$ cat config.mk
export PLATFORM = sky130hd
export DESIGN_NAME = load_store_unit
export DESIGN_NICKNAME = d
export VERILOG_FILES = /design/src/rtl/load_store_unit_pkg.sv /design/src/rtl/lsu_align.sv /design/src/rtl/load_store_unit.sv
export SDC_FILE = /design/constraint.sdc
export NUM_CORES = 1
export LEC_CHECK = 0
export ABC_AREA = 1
export BUFFER_PORTS_ARGS = -buffer_cell sky130_fd_sc_hd__buf_4
export CAP_MARGIN = 40
export CORE_ASPECT_RATIO = 1.25
export CORE_MARGIN = 2
export CORE_UTILIZATION = 51
export CTS_CLUSTER_DIAMETER = 100
export CTS_CLUSTER_SIZE = 24
export DETAILED_ROUTE_END_ITERATION = 10
export GPL_TIMING_DRIVEN = 1
export MAX_ROUTING_LAYER = met4
export PLACE_DENSITY = 0.8
export SLEW_MARGIN = 40
export SYNTH_ARGS = -nofsm -noshare
export SYNTH_HDL_FRONTEND = slang
export SYNTH_HIERARCHICAL = 1
export SYNTH_SLANG_ARGS = --single-unit
$ cat constraint.sdc
create_clock -name clk -period 2.9 [get_ports clk]
set_clock_uncertainty 0.2 [all_clocks]
set_input_delay 0.145 -clock clk [delete_from_list [all_inputs] [get_ports clk]]
set_output_delay 0.145 -clock clk [all_outputs]
set_load 0.02 [all_outputs]
$ cat src/rtl/load_store_unit_pkg.sv
// rtl/load_store_unit_pkg.sv - memory_io types, size encodings and LSU state enum
package load_store_unit_pkg;

    typedef struct packed {
        logic [31:0] addr;
        logic [31:0] data;
        logic [3:0]  do_read;
        logic [3:0]  do_write;
        logic [3:0]  user_tag;
    } memory_io_req32;

    typedef struct packed {
        logic        valid;
        logic [31:0] data;
        logic [3:0]  user_tag;
    } memory_io_rsp32;

    localparam memory_io_req32 memory_io_no_req32 = '0;

    localparam logic [1:0] SIZE_B = 2'd0;
    localparam logic [1:0] SIZE_H = 2'd1;
    localparam logic [1:0] SIZE_W = 2'd2;
    localparam logic [1:0] SIZE_X = 2'd3;

    typedef enum logic [2:0] {
        IDLE   = 3'd0,
        ISSUE2 = 3'd1,
        WAIT1  = 3'd2,
        WAIT2  = 3'd3,
        RESP   = 3'd4
    } lsu_state_t;

    // An access is misaligned when its bytes straddle a word boundary.
    function automatic logic is_misaligned(input logic [1:0] size, input logic [1:0] off);
        return ((size == SIZE_H) && (off == 2'd3)) || ((size == SIZE_W) && (off != 2'd0));
    endfunction

endpackage

$ cat src/rtl/lsu_align.sv
// rtl/lsu_align.sv - byte-lane mask, store data shifting and load extract/extend
module lsu_align
    import load_store_unit_pkg::*;
(
    input  logic [1:0]  off,
    input  logic [1:0]  size,
    input  logic        is_unsigned,
    input  logic [31:0] wdata,
    input  logic [31:0] load_lo,
    input  logic [31:0] load_hi,
    output logic [7:0]  mask,
    output logic [31:0] wdata_lo,
    output logic [31:0] wdata_hi,
    output logic [31:0] load_data
);

    logic [7:0]  base;
    logic [4:0]  shamt_lo;
    logic [5:0]  shamt_hi;
    logic [31:0] shifted;

    always_comb begin
        case (size)
            SIZE_B:  base = 8'h01;
            SIZE_H:  base = 8'h03;
            SIZE_W:  base = 8'h0F;
            default: base = 8'h00;
        endcase
    end

    assign mask     = base << off;
    assign shamt_lo = {off, 3'b000};
    // Shift of 32 for off = 0 leaves nothing for the second word.
    assign shamt_hi = 6'd32 - {1'b0, shamt_lo};
    assign wdata_lo = wdata << shamt_lo;
    assign wdata_hi = wdata >> shamt_hi;
    assign shifted  = 32'({load_hi, load_lo} >> shamt_lo);

    always_comb begin
        case (size)
            SIZE_B:  load_data = is_unsigned ? {24'h0, shifted[7:0]}   : {{24{shifted[7]}}, shifted[7:0]};
            SIZE_H:  load_data = is_unsigned ? {16'h0, shifted[15:0]}  : {{16{shifted[15]}}, shifted[15:0]};
            default: load_data = shifted;
        endcase
    end

endmodule

$ cat src/rtl/load_store_unit.sv
// rtl/load_store_unit.sv - byte/half/word load-store unit driving a 32-bit word memory
module load_store_unit
    import load_store_unit_pkg::*;
#(
    parameter int allow_misaligned = 1,
    parameter int addr_width       = 32
) (
    input  logic                  clk,
    input  logic                  reset,
    input  logic                  cpu_req_valid,
    output logic                  cpu_req_ready,
    input  logic [addr_width-1:0] cpu_req_addr,
    input  logic                  cpu_req_write,
    input  logic [1:0]            cpu_req_size,
    input  logic                  cpu_req_unsigned,
    input  logic [31:0]           cpu_req_wdata,
    output logic                  cpu_rsp_valid,
    output logic [31:0]           cpu_rsp_data,
    output logic                  cpu_rsp_error,
    output memory_io_req32        mem_req,
    input  memory_io_rsp32        mem_rsp
);

    lsu_state_t  state;
    logic [31:0] r_addr;
    logic [1:0]  r_off;
    logic [1:0]  r_size;
    logic        r_write;
    logic        r_unsigned;
    logic        r_split;
    logic [31:0] r_wdata;
    logic [31:0] r_rsp1;

    logic        accept;
    logic        misaligned;
    logic        illegal;
    logic [31:0] aligned_addr;
    logic [1:0]  off_sel;
    logic [1:0]  size_sel;
    logic [31:0] wdata_sel;
    logic [7:0]  mask;
    logic [31:0] wdata_lo;
    logic [31:0] wdata_hi;
    logic [31:0] load_lo;
    logic [31:0] load_hi;
    logic [31:0] load_data;
    logic        unused_rsp_tag;

    assign accept       = cpu_req_valid && cpu_req_ready;
    assign aligned_addr = 32'({cpu_req_addr[addr_width-1:2], 2'b00});
    assign misaligned   = is_misaligned(cpu_req_size, cpu_req_addr[1:0]);
    assign illegal      = (cpu_req_size == SIZE_X) || ((allow_misaligned == 0) && misaligned);

    // In IDLE the aligner works on the live request; afterwards on the held copy.
    assign off_sel   = (state == IDLE) ? cpu_req_addr[1:0] : r_off;
    assign size_sel  = (state == IDLE) ? cpu_req_size      : r_size;
    assign wdata_sel = (state == IDLE) ? cpu_req_wdata     : r_wdata;
    assign load_lo   = (state == WAIT2) ? r_rsp1 : mem_rsp.data;
    assign load_hi   = (state == WAIT2) ? mem_rsp.data : 32'h0;

    assign unused_rsp_tag = ^mem_rsp.user_tag[3:1];

    lsu_align u_align (
        .off         (off_sel),
        .size        (size_sel),
        .is_unsigned (r_unsigned),
        .wdata       (wdata_sel),
        .load_lo     (load_lo),
        .load_hi     (load_hi),
        .mask        (mask),
        .wdata_lo    (wdata_lo),
        .wdata_hi    (wdata_hi),
        .load_data   (load_data)
    );

    always_ff @(posedge clk or negedge reset) begin
        if (!reset) begin
            state         <= IDLE;
            cpu_req_ready <= 1'b0;
            cpu_rsp_valid <= 1'b0;
            cpu_rsp_data  <= 32'h0;
            cpu_rsp_error <= 1'b0;
            mem_req       <= memory_io_no_req32;
            r_addr        <= 32'h0;
            r_off         <= 2'd0;
            r_size        <= 2'd0;
            r_write       <= 1'b0;
            r_unsigned    <= 1'b0;
            r_split       <= 1'b0;
            r_wdata       <= 32'h0;
            r_rsp1        <= 32'h0;
        end else begin
            cpu_req_ready <= 1'b0;
            cpu_rsp_valid <= 1'b0;
            cpu_rsp_data  <= 32'h0;
            cpu_rsp_error <= 1'b0;
            mem_req       <= memory_io_no_req32;
            case (state)
                IDLE: begin
                    if (accept) begin
                        r_addr     <= aligned_addr;
                        r_off      <= cpu_req_addr[1:0];
                        r_size     <= cpu_req_size;
                        r_write    <= cpu_req_write;
                        r_unsigned <= cpu_req_unsigned;
                        r_wdata    <= cpu_req_wdata;
                        r_split    <= misaligned;
                        if (illegal) begin
                            cpu_rsp_valid <= 1'b1;
                            cpu_rsp_error <= 1'b1;
                            state         <= RESP;
                        end else begin
                            mem_req.addr     <= aligned_addr;
                            mem_req.data     <= wdata_lo;
                            mem_req.do_read  <= cpu_req_write ? 4'h0 : mask[3:0];
                            mem_req.do_write <= cpu_req_write ? mask[3:0] : 4'h0;
                            mem_req.user_tag <= 4'h0;
                            state            <= misaligned ? ISSUE2 : WAIT1;
                        end
                    end else begin
                        cpu_req_ready <= 1'b1;
                    end
                end
                ISSUE2: begin
                    mem_req.addr     <= r_addr + 32'd4;
                    mem_req.data     <= wdata_hi;
                    mem_req.do_read  <= r_write ? 4'h0 : mask[7:4];
                    mem_req.do_write <= r_write ? mask[7:4] : 4'h0;
                    mem_req.user_tag <= 4'h1;
                    state            <= WAIT1;
                end
                WAIT1: begin
                    if (mem_rsp.valid && !mem_rsp.user_tag[0]) begin
                        if (r_split) begin
                            r_rsp1 <= mem_rsp.data;
                            state  <= WAIT2;
                        end else begin
                            cpu_rsp_valid <= 1'b1;
                            cpu_rsp_data  <= r_write ? 32'h0 : load_data;
                            state         <= RESP;
                        end
                    end
                end
                WAIT2: begin
                    if (mem_rsp.valid && mem_rsp.user_tag[0]) begin
                        cpu_rsp_valid <= 1'b1;
                        cpu_rsp_data  <= r_write ? 32'h0 : load_data;
                        state         <= RESP;
                    end
                end
                RESP:    state <= IDLE;
                default: state <= IDLE;
            endcase
        end
    end

endmodule

==> summary.txt, run 1 <==
Placed design
  – Dpl cells: 2072
  – Gp weighted congestion: 0.998
  – Place WS: between 0.1 and 0.15 ns
  – Port Buffers: 210
  – Placed Area: 13400 um2
  – DP HPWL: ~23 mm

Route
  – # DRC: 0
  – Drt pass-1 iters: 6
  – Drt total wl: ~34 mm
  – Final ANT Viol Nets: 0
  – Post-DR vias/cell: 5.37
  – DRT iter0 DRCs: a little under 1000
  – Total number of vias: ~12000
  – Drt wl/cell: approximately 16 um

Yosys
  – Mapped Avg Cell Area: 7.13 um2
  – Syn. warnings: 6
  – Mapped cell area: about 12000 um2
  – Syn Inst Count: 1648

Global routing
  – Congestion Overflow GR: 0
  – Initial antenna violation count: 2
  – First-pass GRT wire length: between 50 and 60 mm
  – Aggregate global-route resource usage: approximately 28%
  – Vias in the first global route: approximately 11000
  – Largest net degree at the start of global routing: between 100 and 150

Power
  – Peak supply drop: about 0.83 mV
  – Static leakage: around 7.6 nW
  – Power density cells: 997 nW/um2

Clock network
  – Clock Latency Late Sink: 0.48 ns
  – Clock transition at the registers of the reported paths: 0.09 ns
  – Longest Clk Path Bufs: 3
  – Clk sinks: 210
  – Post-CTS Setup Repair Bufs: 0
  – Clock root buffer: clkbuf_16
  – CTS tree: yes
  – CTS H-tree lvls: 1
  – CTS buffer count: 12

Worst setup path
  – CP Class: register to register
  – Critical path cell sequence: inv_2 > nand3_4 > o21ai_4 > inv_6 > ha_1 > or2_1 > buf_4 > o22ai_1 > a22o_1
  – Endpoint class of the critical path: register
  – Crit start category: register
  – Slowest cell delay on critical path: about 0.44 ns
  – Crit path required time: around 3.1 ns
  – Crit-path slowest cell: dfrtp_1
  – Crit-path max FO: 32
  – CP arrival: around 3.0 ns

Final layout
  – Nets: slightly above 2000
  – Final Util: roughly 65%
  – # fillers: a little under 2000
  – Register area: between 5000 and 6000 um2
  – Area occupied by multi-input gates: around 5300 um2
  – Layout Cells excl Fill: about 2200
  – Commonest non-fill, non-tap cell in the layout: nand2_1
  – Layout cells sized above 1: between 10% and 20%
  – Area grow syn2layout: 26.7%
  – Cell area after layout: ~15000 um2
  – Most frequent cells in the layout: 513 x nand2_1, 231 x buf_4, 210 x dfrtp_1, 186 x o21ai_0, 174 x inv_1

Floorplanning
  – Die Height: 174 um
  – IO Pins: 219
  – Die ar.: 24300 um2
  – Initial Util: between 50% and 60%
  – Row cnt: 62
  – Placeable Area: approximately 23000 um2
  – DIE WIDTH: 140 um

STA
  – Finish-stage setup viols: 0
  – Final min period: roughly 2.8 ns
  – Post-route clock period utilization: 95.1%
  – Setup_tns: 0 ns
  – Fmax: ~0.36 GHz
  – Max-Slew Margin vs Limit: between 50% and 60%
  – Setup slack after layout: roughly 0.14 ns
  – Fin. max-slew vios: 0
  – Final Hold Viols: 0
  – Worst-Margin Slew: approximately 0.68 ns
  – RSZ-0062 raised after global routing: false

Run status
  – Result of the run: finished, final reports clean

Hold path
  – Worst min path class: primary input to async pin

Run
  – Max Cap Viol: 0
-- registers in the layout, indices dropped and copies added, names as in the netlist --
| register | flops |
|---|---|
| mem_req | 71 |
| cpu_rsp_data | 32 |
| r_rsp1 | 32 |
| r_wdata | 32 |
| r_addr | 30 |
| state | 3 |
| r_off | 2 |
| r_size | 2 |
| cpu_req_ready | 1 |
| cpu_rsp_error | 1 |
| cpu_rsp_valid | 1 |
| r_split | 1 |
| r_unsigned | 1 |
| r_write | 1 |
-- critical path: cells and delay by family, from the launching register on --
kind | cells | cell delay, ns
AOI/OAI and AO/OA | 3 | 0.73
DFF | 1 | 0.44
adders and majority gates | 1 | 0.34
buffers and inverters | 3 | 0.53
and+or+nand+nor | 2 | 0.45
-- power breakdown --
part | internal, W | switching (W) | total [W]
combinational | 0.00296 | 0.00573 | 0.00869
sequential | 0.00386 | 0.000532 | 0.00439
clock | 0.000809 | 0.000949 | 0.00176
-- what timing repair did --
action                                  4_1_cts  5_1_grt
endpoints found under the hold margin       215        0
hold buffers                                107        0
endpoints found under the setup margin        0       24
resized for setup                             0        4
-- worst paths after layout --
| path | startpoint | endpoint | slack [ns] | cells after the start |
|---|---|---|---|---|
| worst min-delay path | reset | mem_req[52]$_DFF_PN0_ | 0.04 | 2 |
| worst max-delay path | state[0]$_DFFE_PN0P_ | mem_req[17]$_DFF_PN0_ | 0.14 | 9 |
| max in group asynchronous | reset | r_wdata[12]$_DFFE_PN0P_ | 1.66 | 3 |
| min in group clk | cpu_req_addr[15] | r_addr[15]$_DFFE_PN0P_ | 0.23 | 4 |
| worst min register to register | r_wdata[22]$_DFFE_PN0P_ | r_wdata[22]$_DFFE_PN0P_ | 0.29 | 2 |
| worst max register to register | state[0]$_DFFE_PN0P_ | mem_req[17]$_DFF_PN0_ | 0.14 | 9 |
-- area by class of cell --
| type | instances | share of cell area [%] |
|---|---|---|
| antenna | 2 | 0.0336 |
| clock buffer | 13 | 2.19 |
| clock inverter | 1 | 0.0588 |
| inverter | 181 | 4.60 |
| multi-input combinational | 1157 | 35.7 |
| sequential | 210 | 35.3 |
| tap | 288 | 2.42 |
| timing repair buffer | 345 | 19.7 |
-- routing by layer --
layer	routed length, um	global-route usage (%)	part of all wire (%)	vias to the layer above
li1	-	-	-	5731
met1	13800	35.3	40	5452
met2	16900	48.4	49	523
met3	2300	2.79	6.7	83
met4	1160	9.17	3.4	0
met5	0	-	0	-
-- per-stage QoR --
stage / hold slack (ns) / total power (W)
finish: 0.0379 / 0.0148
global route: 0.0803 / 0.0161
CTS: 0.0545 / 0.0146
detailed placement: 0.00481 / 0.0127
global placement: 0.00398 / 0.0124
floorplan: -0.351 / 0.0107
(Power assumes the default switching activity.)
==> inputs of run 2 (changes only) <==
==> constraint.sdc (replaced) <==
create_clock -name clk -period 2.9 [get_ports clk]
set_clock_uncertainty 0.2 [all_clocks]
set_input_delay 0.58 -clock clk [delete_from_list [all_inputs] [get_ports clk]]
set_output_delay 0.58 -clock clk [all_outputs]
set_load 0.02 [all_outputs]
==> summary.txt, run 2 (synthesized netlist as in run 1, its figures left out) <==
Placed design
  – Port Buffers: 210 (unchanged)
  – Gp weighted congestion: 0.992 (-0.65%)
  – DP HPWL: 23.0 mm (-0.22%)
  – Placed Area: 13500 um2 (+0.28%)

STA
  – Post-route clock period utilization: 94.0% (-1.1 points)
  – Max-Slew Margin vs Limit: 60.8% (+6.6 points)
  – WHS: 0.115 ns (+0.0770 ns)
  – Final min period: 2.73 ns (-0.0311 ns)
  – Worst-Margin Slew: 0.587 ns (-0.0916 ns)
  – Final Hold Viols: 0 (unchanged)
  – Setup_tns: 0 ns (unchanged)
  – Fin. max-slew vios: 0 (unchanged)
  – RSZ-0062 raised after global routing: false
  – Finish-stage setup viols: 0 (unchanged)
  – Fmax: 0.367 GHz (+1.1%)

Run status
  – Result of the run: finished, final reports clean

Clock network
  – Clock root buffer: clkbuf_16
  – Clk sinks: 210 (unchanged)
  – CTS H-tree lvls: 1 (unchanged)
  – Clock transition at the registers of the reported paths: 0.10 ns (about the same)
  – CTS buffer count: 12 (unchanged)
  – Post-CTS Setup Repair Bufs: 0 (unchanged)
  – Longest Clk Path Bufs: 3 (unchanged)
  – CTS tree: yes
  – Clock Latency Late Sink: 0.48 ns (about the same)

Final layout
  – Final Util: 60.6% (-4.7 points)
  – Commonest non-fill, non-tap cell in the layout: nand2_1
  – Area occupied by multi-input gates: 5300 um2 (-0.14%)
  – Layout cells sized above 1: 15.3% (+0.76 points)
  – Nets: 1913 (-5.3%)
  – # fillers: 2105 (+8.4%)
  – Register area: 5260 um2 (unchanged)
  – Most frequent cells in the layout: 513 x nand2_1, 228 x buf_4, 210 x dfrtp_1, 186 x o21ai_0, 174 x inv_1
  – Largest register FFs: 71 (unchanged)
  – Area grow syn2layout: 17.6%
  – Most flops, register: mem_req
  – Cell area after layout: 13800 um2 (-7.2%)

Floorplanning
  – Placeable Area: 22800 um2 (unchanged)
  – DIE WIDTH: 140 um (unchanged)
  – IO Pins: 219 (unchanged)
  – Initial Util: 51.5% (unchanged)
  – Die ar.: 24300 um2 (unchanged)
  – Die Height: 174 um (unchanged)
  – Row cnt: 62 (unchanged)

Route
  – Drt pass-1 iters: 6 (unchanged)
  – Total number of vias: 11294 (-4.2%)
  – Drt wl/cell: 15.1 um (-2.7%)
  – # DRC: 0 (unchanged)
  – Post-DR vias/cell: 5.41 (+0.80%)
  – DRT iter0 DRCs: 874 (-10%)
  – Drt total wl: 31.6 mm (-7.5%)
  – Final ANT Viol Nets: 0 (unchanged)

Hold path
  – Hold Path Depth: 3
  – Hold Path End: r_unsigned$_DFFE_PN0P_
  – Hold_sp: cpu_req_unsigned
  – Worst min path class: primary input to register

Worst setup path
  – Endpoint class of the critical path: register
  – Critical R2R Capture: cpu_rsp_data[31]$_DFF_PN0_
  – R2R Path Start: state[0]$_DFFE_PN0P_
  – R2R depth: 10 (+1)
  – Critical path cell sequence: inv_2 > nand3_4 > o21ai_4 > buf_12 > nand2_1 > nand3_1 > nand3_2 > nand3_1 > nand2_1 > nor2_1
  – CP arrival: 2.93 ns (-0.05 ns)
  – CP Class: register to register
  – Crit start category: register
  – Crit path required time: 3.10 ns (-0.02 ns)
  – Slowest cell delay on critical path: 0.43 ns (about the same)
  – Crit-path slowest cell: dfrtp_1
  – R2R setup slack: 0.17 ns (+0.03 ns)
  – Critical Path Source: state[0]$_DFFE_PN0P_
  – Crit-path max FO: 117 (+270%)

Global routing
  – First-pass GRT wire length: 51.2 mm (-6.6%)
  – Aggregate global-route resource usage: 26.5% (-1.7 points)
  – Congestion Overflow GR: 0 (unchanged)
  – Largest net degree at the start of global routing: 118 (unchanged)
  – Vias in the first global route: 10456 (-7.0%)
  – Initial antenna violation count: 1 (-1)

Power
  – Power density cells: 1050 nW/um2 (+5.5%)
  – Peak supply drop: 0.774 mV (-6.9%)
  – Static leakage: 7.19 nW (-5.8%)

Run
  – Max Cap Viol: 0 (unchanged)
-- run 2: cell count changes in the layout (fill, tap and decap cells not counted), sizes merged --
cell         before  now
clkbuf           15   14
diode             2    1
dlygate4sd3     107    1
buf             236  235
-- run 2: worst max-delay path by stage --
stage                                  to
2_1_floorplan       mem_req[13]$_DFF_PN0_
3_3_place_gp   cpu_rsp_data[30]$_DFF_PN0_
3_5_place_dp   cpu_rsp_data[31]$_DFF_PN0_
4_1_cts        cpu_rsp_data[31]$_DFF_PN0_
5_1_grt        cpu_rsp_data[27]$_DFF_PN0_
6_report       cpu_rsp_data[31]$_DFF_PN0_
-- run 2: layer usage --
metal  vias up  GRT usage (%)  share of wire, %
met5         -              -                 0
met4         0           11.3               4.5
met3        90           4.48               8.7
met2       476           42.2                47
met1      5216           33.7                40
li1       5512              -                 -
-- run 2: cell type report --
| type | instances | share of cell area [%] |
|---|---|---|
| multi-input cells | 1157 | 38.4 |
| flip-flops and latches | 210 | 38.0 |
| repair buffers | 237 | 13.6 |
| inverters | 181 | 4.95 |
| well taps | 288 | 2.61 |
| clock buffers | 13 | 2.35 |
| clock inverters | 1 | 0.0634 |
| diodes | 1 | 0.0181 |
-- run 2: worst max-delay path, delay by kind of cell, from the launching register on --
family,cells,cell delay [ns]
simple gates,7,1.17
compound gates,1,0.28
buf+inv,2,0.55
flops,1,0.43
-- run 2: stage by stage --
step           cells  setup WS, ns  power (W)
2_1_floorplan   1652       0.00551     0.0107
3_3_place_gp    2072         0.226     0.0124
3_5_place_dp    2072         0.157     0.0127
4_1_cts         2087        0.0990     0.0145
5_1_grt         2088       0.00303     0.0158
6_report        2088         0.174     0.0145
-- run 2: repair_timing --
item | in CTS | in global routing
hold buffers | 1 | 0
endpoints found under the setup margin | 0 | 24
endpoints found under the hold margin | 64 | 0
gates resized for setup | 0 | 1
-- run 2: report_power, final --
part / switching, W / leakage, nW / total, W / internal (W)
combinational: 0.00559 / 4.30 / 0.00843 / 0.00283
clock: 0.000941 / 0.164 / 0.00175 / 0.000809
sequential: 0.000494 / 2.72 / 0.00435 / 0.00386
total: 0.00703 / 7.19 / 0.0145 / 0.00750
